`config.mk`:
```
export PLATFORM = sky130hd
export DESIGN_NAME = hop_engine_pipe_flat
export DESIGN_NICKNAME = d
export VERILOG_FILES = /design/src/rtl/hop_engine_pipe_if.sv /design/src/rtl/hop_engine_pipe.sv /design/src/flat_wrapper.sv
export SDC_FILE = /design/constraint.sdc
export NUM_CORES = 1
export LEC_CHECK = 0
export ABC_CLOCK_PERIOD_IN_PS = 11950
export CORE_MARGIN = 2
export CORE_UTILIZATION = 60
export DETAILED_ROUTE_END_ITERATION = 16
export GPL_ROUTABILITY_DRIVEN = 0
export PLACE_DENSITY = 0.91
export SYNTH_ARGS = -nofsm -noshare
export SYNTH_HDL_FRONTEND = slang
export SYNTH_SLANG_ARGS = --single-unit
export TNS_END_PERCENT = 1
```
`constraint.sdc`:
```
create_clock -name clk -period 11.95 [get_ports clk]
set_clock_uncertainty 0.05 [all_clocks]
set_input_delay 2.39 -clock clk [delete_from_list [all_inputs] [get_ports clk]]
set_output_delay 2.39 -clock clk [all_outputs]
set_load 0.01 [all_outputs]
```
`src/rtl/hop_engine_pipe_if.sv`:
```
// Request/result bundle for the hop-selection pipeline.
// The master drives requests and out_ready; the slave is the hop engine.
interface hop_engine_pipe_if #(
  parameter int N_CH = 79
);
  localparam int CW = $clog2(N_CH);

  logic          in_valid;
  logic          in_ready;
  logic          x_auto;
  logic [4:0]    x;
  logic [4:0]    a;
  logic [3:0]    b;
  logic [4:0]    c;
  logic [8:0]    d;
  logic [6:0]    e;
  logic [6:0]    f;
  logic          y1;
  logic [4:0]    y2;
  logic          out_valid;
  logic          out_ready;
  logic [CW-1:0] hop_out;
  logic [4:0]    x_used;

  modport master (
    output in_valid, x_auto, x, a, b, c, d, e, f, y1, y2, out_ready,
    input  in_ready, out_valid, hop_out, x_used
  );

  modport slave (
    input  in_valid, x_auto, x, a, b, c, d, e, f, y1, y2, out_ready,
    output in_ready, out_valid, hop_out, x_used
  );
endinterface

```
`src/rtl/hop_engine_pipe.sv`:
```
// Three-stage pipelined Bluetooth hop-selection kernel with valid/ready flow
// control and an auto-incrementing X phase counter.
module hop_engine_pipe #(
  parameter int N_CH = 79
) (
  input  logic                clk,
  input  logic                rst,
  hop_engine_pipe_if.slave    bus
);
  localparam int         CW     = $clog2(N_CH);
  localparam logic [8:0] N_CH_W = 9'(N_CH);

  function automatic logic [4:0] swap_bits(input logic [4:0] z, input logic [2:0] i,
                                           input logic [2:0] j, input logic en);
    logic [4:0] r;
    r = z;
    if (en) begin
      r[i] = z[j];
      r[j] = z[i];
    end else begin
      r = z;
    end
    return r;
  endfunction

  // Butterfly network, most significant control bit applied first.
  function automatic logic [4:0] perm(input logic [4:0] z, input logic [13:0] p);
    logic [4:0] r;
    r = z;
    r = swap_bits(r, 3'd1, 3'd2, p[13]);
    r = swap_bits(r, 3'd0, 3'd3, p[12]);
    r = swap_bits(r, 3'd1, 3'd3, p[11]);
    r = swap_bits(r, 3'd2, 3'd4, p[10]);
    r = swap_bits(r, 3'd0, 3'd3, p[9]);
    r = swap_bits(r, 3'd1, 3'd4, p[8]);
    r = swap_bits(r, 3'd3, 3'd4, p[7]);
    r = swap_bits(r, 3'd0, 3'd2, p[6]);
    r = swap_bits(r, 3'd1, 3'd3, p[5]);
    r = swap_bits(r, 3'd0, 3'd4, p[4]);
    r = swap_bits(r, 3'd3, 3'd4, p[3]);
    r = swap_bits(r, 3'd1, 3'd2, p[2]);
    r = swap_bits(r, 3'd2, 3'd3, p[1]);
    r = swap_bits(r, 3'd0, 3'd1, p[0]);
    return r;
  endfunction

  logic          s1_valid_r, s2_valid_r, s3_valid_r;
  logic [4:0]    s1_z1_r, s1_x_r, s2_z2_r, s2_x_r, x_used_r, xcnt_r;
  logic [13:0]   s1_p_r;
  logic [8:0]    s1_sum_r, s2_sum_r;
  logic [CW-1:0] hop_r;

  logic          s1_free_s, s2_free_s, s3_free_s, in_ready_s, accept_s;
  logic [4:0]    x_sel_s, z1_s;
  logic [13:0]   p_s;
  logic [8:0]    sum_s, total_s, mod_s;
  logic [CW-1:0] hop_s;

  // Backpressure chain, X selection and the first/last kernel arithmetic.
  always_comb begin
    s3_free_s  = !s3_valid_r || bus.out_ready;
    s2_free_s  = !s2_valid_r || s3_free_s;
    s1_free_s  = !s1_valid_r || s2_free_s;
    in_ready_s = s1_free_s && !rst;
    accept_s   = bus.in_valid && in_ready_s;
    if (bus.x_auto) begin
      x_sel_s = xcnt_r;
    end else begin
      x_sel_s = bus.x;
    end
    z1_s    = (x_sel_s + bus.a) ^ {1'b0, bus.b};
    p_s     = {bus.c ^ {5{bus.y1}}, bus.d};
    sum_s   = {2'b00, bus.e} + {2'b00, bus.f} + {4'b0000, bus.y2};
    total_s = {4'b0000, s2_z2_r} + s2_sum_r;
    mod_s   = total_s % N_CH_W;
    hop_s   = mod_s[CW-1:0];
  end

  // Pipeline stages and the X phase counter.
  always_ff @(posedge clk) begin
    if (rst) begin
      s1_valid_r <= 1'b0;
      s2_valid_r <= 1'b0;
      s3_valid_r <= 1'b0;
      s1_z1_r    <= 5'd0;
      s1_x_r     <= 5'd0;
      s1_p_r     <= 14'd0;
      s1_sum_r   <= 9'd0;
      s2_z2_r    <= 5'd0;
      s2_x_r     <= 5'd0;
      s2_sum_r   <= 9'd0;
      hop_r      <= '0;
      x_used_r   <= 5'd0;
      xcnt_r     <= 5'd0;
    end else begin
      if (accept_s) begin
        xcnt_r <= x_sel_s + 5'd1;
      end
      if (s1_free_s) begin
        s1_valid_r <= accept_s;
        if (accept_s) begin
          s1_z1_r  <= z1_s;
          s1_p_r   <= p_s;
          s1_sum_r <= sum_s;
          s1_x_r   <= x_sel_s;
        end
      end
      if (s2_free_s) begin
        s2_valid_r <= s1_valid_r;
        if (s1_valid_r) begin
          s2_z2_r  <= perm(s1_z1_r, s1_p_r);
          s2_sum_r <= s1_sum_r;
          s2_x_r   <= s1_x_r;
        end
      end
      // Output stage holds steady while downstream stalls.
      if (s3_free_s) begin
        s3_valid_r <= s2_valid_r;
        if (s2_valid_r) begin
          hop_r    <= hop_s;
          x_used_r <= s2_x_r;
        end
      end
    end
  end

  assign bus.in_ready  = in_ready_s;
  assign bus.out_valid = s3_valid_r;
  assign bus.hop_out   = hop_r;
  assign bus.x_used    = x_used_r;
endmodule
```
`src/flat_wrapper.sv`:
```
// flat-port wrapper written by rule: the top's interface ports become plain ports
module hop_engine_pipe_flat 
#(
  parameter int N_CH = 79
)
  (clk, rst, bus_in_valid, bus_x_auto, bus_x, bus_a, bus_b, bus_c, bus_d, bus_e, bus_f, bus_y1, bus_y2, bus_out_ready, bus_in_ready, bus_out_valid, bus_hop_out, bus_x_used);
  hop_engine_pipe_if #(.N_CH(N_CH)) bus_i ();
  input  logic clk;
  input  logic rst;
  input wire logic [$bits(bus_i.in_valid)-1:0] bus_in_valid;
  input wire logic [$bits(bus_i.x_auto)-1:0] bus_x_auto;
  input wire logic [$bits(bus_i.x)-1:0] bus_x;
  input wire logic [$bits(bus_i.a)-1:0] bus_a;
  input wire logic [$bits(bus_i.b)-1:0] bus_b;
  input wire logic [$bits(bus_i.c)-1:0] bus_c;
  input wire logic [$bits(bus_i.d)-1:0] bus_d;
  input wire logic [$bits(bus_i.e)-1:0] bus_e;
  input wire logic [$bits(bus_i.f)-1:0] bus_f;
  input wire logic [$bits(bus_i.y1)-1:0] bus_y1;
  input wire logic [$bits(bus_i.y2)-1:0] bus_y2;
  input wire logic [$bits(bus_i.out_ready)-1:0] bus_out_ready;
  output wire logic [$bits(bus_i.in_ready)-1:0] bus_in_ready;
  output wire logic [$bits(bus_i.out_valid)-1:0] bus_out_valid;
  output wire logic [$bits(bus_i.hop_out)-1:0] bus_hop_out;
  output wire logic [$bits(bus_i.x_used)-1:0] bus_x_used;
  assign bus_i.in_valid = bus_in_valid;
  assign bus_i.x_auto = bus_x_auto;
  assign bus_i.x = bus_x;
  assign bus_i.a = bus_a;
  assign bus_i.b = bus_b;
  assign bus_i.c = bus_c;
  assign bus_i.d = bus_d;
  assign bus_i.e = bus_e;
  assign bus_i.f = bus_f;
  assign bus_i.y1 = bus_y1;
  assign bus_i.y2 = bus_y2;
  assign bus_i.out_ready = bus_out_ready;
  assign bus_in_ready = bus_i.in_ready;
  assign bus_out_valid = bus_i.out_valid;
  assign bus_hop_out = bus_i.hop_out;
  assign bus_x_used = bus_i.x_used;
  hop_engine_pipe #(.N_CH(N_CH)) u_core (.clk(clk), .rst(rst), .bus(bus_i));
endmodule
```
Word-level counts from Yosys, hierarchy flattened
Index checks and enable logic that the tools add are counted.
{"block": "op_classes", "add_sub_neg": 5, "n_div": 1, "mux": 38, "bitwise": 2, "reduce_logical": 12}
{"op": "$mux W2", "n": 15}
{"op": "$mux W1", "n": 22}
{"op": "$add A5 B9 Y9", "n": 1}
{"op": "$add A9 B5 Y9", "n": 1}
{"op": "$mod A9 B7 Y9 const B", "n": 1}
{"op": "$add A7 B7 Y8", "n": 1}
{"op": "$reduce_and A2 Y1", "n": 3}
{"op": "$add A5 B1 Y5 const B", "n": 1}
{"op": "$add A5 B5 Y5", "n": 1}
{"op": "$mux W5", "n": 1}
{"op": "$xor A5 B4 Y5", "n": 1}
{"op": "$xor A5 B5 Y5", "n": 1}
{"op": "$logic_not A1 Y1", "n": 4}
{"op": "$logic_or A1 B1 Y1", "n": 3}
{"op": "$logic_and A1 B1 Y1", "n": 2}
{"block": "word_totals", "reg_bits": 72, "output_inout_bits": 14, "wordCells": 71}

Depth between registers and ports, before layout
Gate-level depths: netlist of the first run.
{"block": "logic_depth", "word_depth": 15, "depth_mapped": 22, "mapped_depth_nobuf": 20}

Worst setup path after synthesis of the first run
OpenSTA, ideal clock, no wires.
{"block": "synth_timing", "path_kind": "input port to output port", "startpoint": "in bus_out_ready", "endpoint": "out bus_in_ready", "arrival_ns": 2.862, "required_time_ns": 9.510, "setup_slack_ns": 6.648, "stages": 2, "n_path_buf": 0, "path_cell_list": "nor2b_1 -> a31oi_1"}
{"block": "synth_via", "elab_chain_cells": 4}
{"element": "start: declaration", "line_no": "flat_wrapper.sv:21", "rtl": "input wire logic [$bits(bus_i.out_ready)-1:0] bus_out_ready;"}
{"element": "$logic_or A1 B1 Y1", "line_no": "hop_engine_pipe.sv:61", "rtl": "s3_free_s = !s3_valid_r || bus.out_ready;"}
{"element": "$logic_or A1 B1 Y1", "line_no": "hop_engine_pipe.sv:62", "rtl": "s2_free_s = !s2_valid_r || s3_free_s;"}
{"element": "$logic_or A1 B1 Y1", "line_no": "hop_engine_pipe.sv:63", "rtl": "s1_free_s = !s1_valid_r || s2_free_s;"}
{"element": "$logic_and A1 B1 Y1", "line_no": "hop_engine_pipe.sv:64", "rtl": "in_ready_s = s1_free_s && !rst;"}
{"element": "end: declaration", "line_no": "flat_wrapper.sv:22", "rtl": "output wire logic [$bits(bus_i.in_ready)-1:0] bus_in_ready;"}
No other way between the ends.

Worst setup path in the final report of the first run
{"block": "layout_timing", "startpoint": "in rst", "endpoint": "out bus_in_ready"}
{"block": "layout_via", "elab_chain_cells": 2}
{"element": "start: declaration", "line_no": "flat_wrapper.sv:9", "rtl": "input logic rst;"}
{"element": "$logic_not A1 Y1", "line_no": "hop_engine_pipe.sv:64"}
{"element": "$logic_and A1 B1 Y1", "line_no": "hop_engine_pipe.sv:64"}
No other way between the ends.

==> results of run 1 <==
[power groups by stage]
stage	Sequential [mW]	Clock, mW	Combinational, mW
global route	0.274	0.207	0.190
finish	0.272	0.195	0.171
global placement	0.276	0	0.160
floorplan	0.273	0	0.122
detailed placement	0.277	0	0.168
CTS	0.272	0.198	0.170
[registers in the layout (all words and copies together) (netlist names)]
register and count:
u_core.s1_valid_r 1, u_core.s2_valid_r 1, u_core.bus.out_valid 1, u_core.s2_z2_r 5
u_core.s1_p_r 14, u_core.xcnt_r 5, u_core.s1_sum_r 9, u_core.s1_z1_r 5
u_core.s2_sum_r 9, u_core.bus.hop_out 7, u_core.s2_x_r 5, u_core.s1_x_r 5
u_core.bus.x_used 5
[final cells by class]
cell class | instances | area share
Multi-Input combinational cell | 489 | 0.558
Sequential cell | 72 | 0.252
Timing Repair Buffer | 70 | 0.121
Tap cell | 102 | 0.0223
Clock buffer | 9 | 0.0217
Clock inverter | 7 | 0.0136
Inverter | 18 | 0.0118
[path summary, 6_finish.rpt]
| path | from | endpoint | slack, ps |
|---|---|---|---|
| setup reg to reg | u_core.s2_sum_r[0] | u_core.bus.hop_out[2] | 6370 |
| hold reg to reg | u_core.s2_x_r[0] | u_core.bus.x_used[0] | 400 |
| setup / recovery | rst | bus_in_ready | 5510 |
| hold / removal | u_core.s2_x_r[0] | u_core.bus.x_used[0] | 400 |
[logic make-up after synthesis]
kind of cell             after synthesis  synth area share
AO/OA/AOI/OAI                        159             0.221
XOR/XNOR                              38            0.0718
flip-flops                            72             0.299
AND/OR/NAND/NOR                      241             0.240
multiplexers                          22            0.0469
buffers and inverters                 48            0.0402
adder cells (fa/ha/maj)               29            0.0814
[worst max-delay path, delay by kind of cell]
family	cells	cell delay (ps)
AOI/OAI and AO/OA	1	320
buffers and inverters	3	1290
[cell usage after synthesis, types with 3 or more instances]
cell	n	area [sq um]
and2_1	8	50.1
o211a_1	3	30.0
nand2_1	82	308
nor2_1	44	165
nand4_1	5	31.3
o21bai_1	3	22.5
xor2_1	7	61.3
o211ai_1	11	82.6
mux2_2	5	56.3
o22ai_1	3	18.8
nor2b_1	5	31.3
o21ai_0	31	155
nand2b_1	6	37.5
nor4b_1	4	35.0
o31ai_1	4	30.0
fa_1	4	80.1
nor3_1	15	75.1
a31oi_1	6	37.5
and3_1	7	43.8
ha_1	25	313
a21oi_1	47	235
o21ai_1	3	15.0
a21o_1	9	67.6
a21oi_2	4	35.0
a211oi_1	8	60.1
buf_2	5	25.0
xnor2_1	30	263
nand3_1	43	215
clkbuf_1	19	71.3
inv_1	18	67.6
mux2i_1	17	170
buf_1	5	18.8
dfxtp_1	72	1440
or3_1	4	25.0
[per-stage QoR]
stage / hold WS, ps / area [sq um]
3_5_place_dp: 391 / 5520
6_report: 403 / 5720
3_3_place_gp: 392 / 5520
5_1_grt: 418 / 5720
2_1_floorplan: 379 / 4830
4_1_cts: 404 / 5720
[routing by layer]
layer / vias to the layer above / wire length, um / GRT usage
met5: - / 0 / 0
met4: 0 / 202 / 0.111
met1: 2182 / 4870 / 0.325
met2: 163 / 5520 / 0.460
met3: 22 / 571 / 0.0482
li1: 2296 / - / -
==> impl_metrics.csv, run 1 <==
group,metric,value,unit
flow_run,cap_violations,0,
yosys,syn-cell-area,4830,sq um
global_routing,grt_start_max_net_pins,56,
floorplan,die-area,8780,sq um
global_routing,grt_antenna_before_repair,0,
worst_setup_path,cp_slowest_cell,"clkdlybuf4s50_1",
finish,syn_to_final_growth,18.5,%
clocking,clock_path_buffers,2,
yosys,ys_async_sr_fraction,0,
floorplan,initial_utilization,0.621,
drt,vias,4663,
yosys,synth-edff-count,0,
yosys,synth_warnings,0,
floorplan,die_h,93.7,um
finish,layout_commonest_cell,"nand2_1",
hold_path,min_path_cells,2,
drt,dr.pass1.iters,5,
timing,min_period_over_period,0.539,
finish,multi_input_area,3190,sq um
clocking,cts_buffers,9,
drt,wl_per_cell,14.5,um
drt,drc,0,
clocking,clock-sinks,72,
placed_design,place_hpwl,8410,um
global_routing,grt_use_total,0.266,
worst_setup_path,crit_required,9510,ps
timing,post-route-min-period,6440,ps
clocking,cts_setup_buffers,0,
placed_design,dp_slack,5520,ps
drt,routed_wl,11200,um
finish,n_antenna_cell,0,
timing,setup_viol,0,
timing,tns,0,ps
yosys,synthFlopType,"dfxtp_1",
pwr,p_comb_frac,0.268,
pwr,clkPwrFrac,0.305,
timing,drv_slew,0,
drt,ant_nets,0,
placed_design,dp.cells,751,
finish,mostFrequentLayoutCells,"nand2_1 (82), dfxtp_1 (72), clkdlybuf4s50_1 (66)",
floorplan,core_area,7770,sq um
finish,fin_cells,767,
pwr,leakage,2.21,nW
clocking,root_buffer,"clkbuf_8",
timing,slew_headroom,0.298,
yosys,synthCells,609,
global_routing,grt_pass1_wl,19100,um
yosys,synth_nets,691,
drt,drt_iter0_drc,310,
worst_setup_path,worstPathCellList,"clkdlybuf4s50_1 > buf_4 > a31oi_1 > clkdlybuf4s50_1",
floorplan,rows,32,
pwr,seqPwrFrac,0.427,
clocking,hold_buffers,0,
worst_setup_path,cpMostUsedCell,"clkdlybuf4s50_1",
pwr,power_density,112,nW/um^2
yosys,ys_seq_area_frac,0.299,
status,status,"finished, final reports clean",
worst_setup_path,slowest_delay,610,ps
finish,seqCellArea,1440,sq um
floorplan,io_pins,67,
worst_setup_path,worstSetupPathType,"in -> out",
clocking,cts_tree,"built",
placed_design,numPortBuffers,66,
clocking,post_cts_resized,0,
global_routing,gr-total-overflow,0,
clocking,clk_pin_slew,80,ps
worst_setup_path,critPathCaptureType,"output port",
global_routing,grt_pass1_vias,4428,
finish,finish.utilization,0.736,
floorplan,fp.dieW,93.7,um
pwr,power.internal,0.435,mW
worst_setup_path,start_kind,"input pin",
finish,nNetsFinal,742,
timing,timing.fmax,155,MHz
timing,worstMarginPinSlew,1050,ps
pwr,total_power,0.638,mW
yosys,ys_ff_latch,72,
yosys,yosysUniqueCellTypes,70,
finish,num-fill-cells,591,
yosys,syn_avg_cell_area,7.93,sq um
pwr,peakVddDrop,0.0706,mV
worst_setup_path,ff2ff_path_depth,20,
clocking,clk_latency,350,ps
finish,drive_gt1_frac,0.0647,
timing,rsz0062_at_grt,"no",
timing,hold_viol_final,0,
timing,fin_ws,5510,ps
drt,avgViaCountPerCell,6.08,
worst_setup_path,arrival,4000,ps
pwr,power.switching,0.203,mW
hold_path,hold_class,"reg -> reg",
clocking,cts-htree-levels,3,
pwr,p_sw_frac,0.318,
worst_setup_path,crit_path_max_fanout,38,
(Power assumes the default switching activity.)
==> inputs of run 2 (changes only) <==
ABC_CLOCK_PERIOD_IN_PS = 6670   (was 11950)
CORE_UTILIZATION = 56   (was 60)
PLACE_DENSITY = 0.86   (was 0.91)
clock period = 6.67 ns   (was 11.95 ns; I/O delays follow)
==> impl_metrics.csv, run 2 (synthesis results as in run 1) <==
group,metric,value,unit
timing,fin_ws,1050,ps
finish,finish.utilization,0.691,
worst_setup_path,worstSetupPathType,"reg -> reg",
finish,num-fill-cells,652,
finish,layout_commonest_cell,"nand2_1",
finish,nNetsFinal,741,
worst_setup_path,cp.depth,20,
global_routing,grt_use_total,0.237,
floorplan,die-area,9380,sq um
floorplan,io_pins,67,
clocking,clock_path_buffers,2,
placed_design,numPortBuffers,66,
clocking,hold_buffers,0,
global_routing,busiest_layer,"met2",
clocking,cts_tree,"built",
timing,timing.fmax,178,MHz
timing,setup_viol,0,
worst_setup_path,ff2ff_path_depth,20,
drt,vias,4602,
worst_setup_path,slowest_delay,790,ps
worst_setup_path,cp_num_buf_inv,2,
worst_setup_path,cp_top_family,"compound AO/OA/AOI/OAI gates",
finish,largest_reg_flops,14,
worst_setup_path,rr_startpoint,"u_core.s2_sum_r[0]",
global_routing,met3_usage,0.0361,
pwr,power_density,204,nW/um^2
timing,rsz0062_at_grt,"no",
timing,slew_headroom,0.300,
worst_setup_path,critPathCaptureType,"register",
placed_design,placed_area,5520,sq um
floorplan,initial_utilization,0.582,
finish,fin_area,5730,sq um
floorplan,fp.dieW,96.8,um
global_routing,gr-total-overflow,0,
global_routing,grt_pass1_vias,4346,
placed_design,dp_slack,1230,ps
global_routing,use_met1,0.295,
finish,n_antenna_cell,0,
timing,worstMarginPinSlew,1050,ps
timing,hold_slack,402,ps
drt,dr.pass1.iters,5,
floorplan,core_area,8300,sq um
clocking,cts_buffers,9,
timing,drv_slew,0,
global_routing,met2_usage,0.413,
timing,hold_viol_final,0,
clocking,clock-sinks,72,
worst_setup_path,worstPathCellList,"ha_1 > fa_1 > xnor2_1 > inv_1 > ha_1 > inv_1 > nor3_1 > o311ai_1 > o211a_2 > nor2_1 > xnor2_1 > ha_1 > nand2_1 > nor3_1 > o2bb2ai_1 > or2_0 > a31oi_1 > and2_1 > a2111oi_0 > a211o_1",
clocking,cts_setup_buffers,0,
global_routing,grt_antenna_before_repair,0,
clocking,post_cts_resized,0,
drt,routed_wl,11100,um
worst_setup_path,crit_required,6870,ps
global_routing,grt_start_max_net_pins,56,
timing,min_period_over_period,0.842,
worst_setup_path,crit_path_max_fanout,12,
worst_setup_path,arrival,5820,ps
drt,wl_per_cell,14.4,um
floorplan,rows,33,
clocking,clk_pin_slew,80,ps
placed_design,place_hpwl,8390,um
finish,top_register,"u_core.s1_p_r",
finish,drive_gt1_frac,0.0617,
pwr,peakVddDrop,0.168,mV
worst_setup_path,rrSetupSlack,1050,ps
drt,drt_iter0_drc,248,
timing,post-route-min-period,5620,ps
global_routing,grt_pass1_wl,19000,um
finish,top_regs,"u_core.s1_p_r (14), u_core.s1_sum_r (9), u_core.s2_sum_r (9)",
worst_setup_path,worst_setup_path_endpoint,"u_core.bus.hop_out[2]",
clocking,root_buffer,"clkbuf_8",
drt,drc,0,
clocking,clk_latency,350,ps
worst_setup_path,critical_path.startpoint,"u_core.s2_sum_r[0]",
finish,mostFrequentLayoutCells,"nand2_1 (82), dfxtp_1 (72), clkdlybuf4s50_1 (66)",
finish,fin_cells,769,
worst_setup_path,cpMostUsedCell,"ha_1",
worst_setup_path,r2r_end,"u_core.bus.hop_out[2]",
floorplan,die_h,96.8,um
clocking,cts-htree-levels,3,
worst_setup_path,cp_slowest_cell,"a31oi_1",
drt,ant_nets,0,
drt,avgViaCountPerCell,5.98,
hold_path,hold_class,"reg -> reg",
worst_setup_path,start_kind,"register",
status,status,"finished, final reports clean",
flow_run,cap_violations,0,
timing,tns,0,ps
finish,syn_to_final_growth,18.8,%
pwr,leakage,2.21,nW
pwr,total_power,1.17,mW
placed_design,dp.cells,753,
## run 2: cell types whose count changed in the layout (fill, tap and decap cells not counted), sizes merged
| cell | delta |
|---|---|
| clkinv | -1 |
| clkbuf | +1 |
| inv | -1 |
| bufinv | +1 |
| buf | -1 |
## run 2: worst min-delay path by stage
stage	from	endpoint	slack, ps	cells after the start
global placement	u_core.s2_x_r[2]	u_core.bus.x_used[2]	390	2
CTS	u_core.s1_sum_r[7]	u_core.s2_sum_r[7]	400	2
finish	u_core.s1_sum_r[7]	u_core.s2_sum_r[7]	400	2
detailed placement	u_core.s1_sum_r[7]	u_core.s2_sum_r[7]	390	2
global route	u_core.s1_sum_r[7]	u_core.s2_sum_r[7]	420	2
floorplan	u_core.s1_x_r[0]	u_core.s2_x_r[0]	380	2
## run 2: layout make-up
cell class / instances / area, sq um / share of cell area
clock inverter: 6 / 90.1 / 0.0157
timing repair buffer: 69 / 683 / 0.119
tap: 105 / 131 / 0.0229
multi-input combinational: 489 / 3190 / 0.557
sequential: 72 / 1440 / 0.251
clock buffer: 10 / 128 / 0.0223
inverter: 18 / 67.6 / 0.0118
## run 2: routing by layer
metal  up-vias  share of wire
met3        23          0.056
met1      2125           0.43
li1       2291              -
met4         0          0.018
met2       163           0.50
met5         -              0
## run 2: power breakdown
group / leakage, nW / internal (mW) / switching, mW
clock network: 0.107 / 0.213 / 0.167
logic: 1.51 / 0.142 / 0.161
registers: 0.590 / 0.461 / 0.0264
total: 2.21 / 0.816 / 0.355
## run 2: worst reg2reg max path: stages, from the launching register on
cell	delay [ps]
dfxtp_1	320
ha_1	240
fa_1	460
xnor2_1	320
inv_1	80
ha_1	230
inv_1	130
nor3_1	80
o311ai_1	440
o211a_2	310
nor2_1	70
xnor2_1	230
ha_1	260
nand2_1	60
nor3_1	320
o2bb2ai_1	160
or2_0	220
a31oi_1	790
and2_1	310
a2111oi_0	100
a211o_1	330
==> inputs of run 3 (changes only) <==
ABC_CLOCK_PERIOD_IN_PS = 5500   (was 6670)
clock period = 5.5 ns   (was 6.67 ns; I/O delays follow)
==> impl_metrics.csv, run 3 (synthesis results as in run 1) <==
group,metric,value,unit
finish,seqCellArea,1440,sq um
timing,worstMarginPinSlew,1010,ps
worst_setup_path,cp.depth,21,
worst_setup_path,arrival,5220,ps
pwr,power_density,249,nW/um^2
finish,top_register,"u_core.s1_p_r",
drt,wl_per_cell,14.9,um
floorplan,die_h,96.8,um
global_routing,gr-total-overflow,0,
hold_path,hold_class,"reg -> reg",
timing,drv_slew,0,
clocking,hold_buffers,0,
timing,setup_viol,0,
worst_setup_path,cp_top_family,"compound AO/OA/AOI/OAI gates",
worst_setup_path,rr_startpoint,"u_core.s2_z2_r[1]",
clocking,clock_path_buffers,2,
flow_run,cap_violations,0,
worst_setup_path,rrSetupSlack,480,ps
worst_setup_path,ff2ff_path_depth,21,
worst_setup_path,crit_path_max_fanout,5,
placed_design,place_hpwl,8460,um
clocking,root_buffer,"clkbuf_8",
finish,layout_commonest_cell,"nand2_1",
clocking,clock-sinks,72,
finish,n_antenna_cell,0,
drt,dr.pass1.iters,5,
placed_design,numPortBuffers,66,
worst_setup_path,critPathCaptureType,"register",
global_routing,grt_use_total,0.243,
finish,finish.utilization,0.695,
global_routing,grt_pass1_vias,4491,
worst_setup_path,slowest_delay,390,ps
finish,multi_input_area,3200,sq um
worst_setup_path,worstPathCellList,"ha_1 > a211oi_2 > nor2_1 > xor2_1 > ha_1 > inv_1 > nor3_1 > o311ai_2 > o211a_2 > nor2_1 > xnor2_1 > ha_1 > nand2_1 > nor3_1 > o21ai_0 > nor4b_1 > o211ai_1 > a21oi_2 > buf_4 > a211o_1 > a211o_1",
finish,drive_gt1_frac,0.0675,
floorplan,die-area,9380,sq um
clocking,cts_buffers,9,
global_routing,grt_pass1_wl,19400,um
drt,drt_iter0_drc,250,
finish,largest_reg_flops,14,
worst_setup_path,cpMostUsedCell,"ha_1",
finish,nNetsFinal,744,
timing,hold_viol_final,0,
timing,min_period_over_period,0.913,
clocking,cts-htree-levels,3,
worst_setup_path,cp_slowest_cell,"dfxtp_1",
clocking,clk_latency,360,ps
timing,timing.fmax,199,MHz
global_routing,grt_antenna_before_repair,0,
floorplan,fp.dieW,96.8,um
clocking,clk_pin_slew,90,ps
drt,drc,0,
timing,post-route-min-period,5020,ps
finish,mostFrequentLayoutCells,"nand2_1 (82), dfxtp_1 (72), clkdlybuf4s50_1 (66)",
worst_setup_path,start_kind,"register",
worst_setup_path,crit_required,5700,ps
worst_setup_path,cp_num_buf_inv,2,
floorplan,initial_utilization,0.582,
drt,avgViaCountPerCell,6.05,
timing,tns,0,ps
worst_setup_path,worst_setup_path_endpoint,"u_core.bus.hop_out[2]",
drt,ant_nets,0,
global_routing,grt_start_max_net_pins,41,
timing,rsz0062_at_grt,"no",
floorplan,core_area,8300,sq um
pwr,leakage,2.23,nW
finish,syn_to_final_growth,19.4,%
hold_path,worstHoldStart,"u_core.s1_x_r[3]",
floorplan,rows,33,
finish,top_regs,"u_core.s1_p_r (14), u_core.s1_sum_r (9), u_core.s2_sum_r (9)",
status,status,"finished, final reports clean",
worst_setup_path,critical_path.startpoint,"u_core.s2_z2_r[1]",
worst_setup_path,worstSetupPathType,"reg -> reg",
finish,num-fill-cells,684,
clocking,cts_tree,"built",
floorplan,io_pins,67,
pwr,peakVddDrop,0.140,mV
hold_path,min_path_cells,2,
timing,slew_headroom,0.328,
drt,routed_wl,11500,um
drt,vias,4670,
worst_setup_path,r2r_end,"u_core.bus.hop_out[2]",
run 3: where the power goes:
part           internal (mW)  total [mW]  switching [mW]
sequential             0.559       0.592          0.0329
combinational          0.175       0.374           0.198
clock                  0.259       0.470           0.211
run 3: area by class of cell:
cell class                      instances  area share
Multi-Input combinational cell        489       0.555
Tap cell                              105      0.0228
Clock buffer                           10      0.0221
Inverter                               18      0.0117
Timing Repair Buffer                   72       0.122
Sequential cell                        72       0.250
Clock inverter                          6      0.0161
run 3: worst min path at each step:
stage | to | slack (ps)
5_1_grt | u_core.s2_x_r[3] | 420
4_1_cts | u_core.s2_x_r[3] | 410
3_3_place_gp | u_core.bus.x_used[2] | 390
3_5_place_dp | u_core.s2_x_r[3] | 400
2_1_floorplan | u_core.s2_x_r[0] | 380
6_report | u_core.s2_x_r[3] | 410
run 3: per-stage QoR:
step                hold WS [ps]  instance area [sq um]  power [mW]  std cells  worst slack [ps]
global placement             389                   5520       0.950        754               761
global route                 417                   5770        1.51        772              79.3
detailed placement           398                   5520       0.966        754               522
finish                       407                   5770        1.44        772               480
CTS                          410                   5740        1.43        770               449
floorplan                    379                   4830       0.858        609              1060
run 3: worst reg2reg max path, delay by kind of cell, from the launching register on:
kind / cells / cell delay, ps
adder cells (fa/ha/maj): 3 / 780
AND/OR/NAND/NOR: 6 / 1110
XOR/XNOR: 2 / 390
AO/OA/AOI/OAI: 8 / 1910
flip-flops: 1 / 390
buffers and inverters: 2 / 270
run 3: repair_timing:
action / in CTS / in global routing
setup endpoints to repair: 0 / 1
gates resized for setup: 0 / 1
buffers inserted: 0 / 2
run 3: metal layers:
| metal | GRT usage | part of all wire | vias to the layer above | routed length, um |
|---|---|---|---|---|
| met2 | 0.435 | 0.50 | 166 | 5710 |
| met4 | 0.104 | 0.029 | 0 | 332 |
| met1 | 0.289 | 0.42 | 2166 | 4810 |
| li1 | - | - | 2295 | - |
| met5 | 0 | 0 | - | 0 |
| met3 | 0.0347 | 0.056 | 43 | 642 |
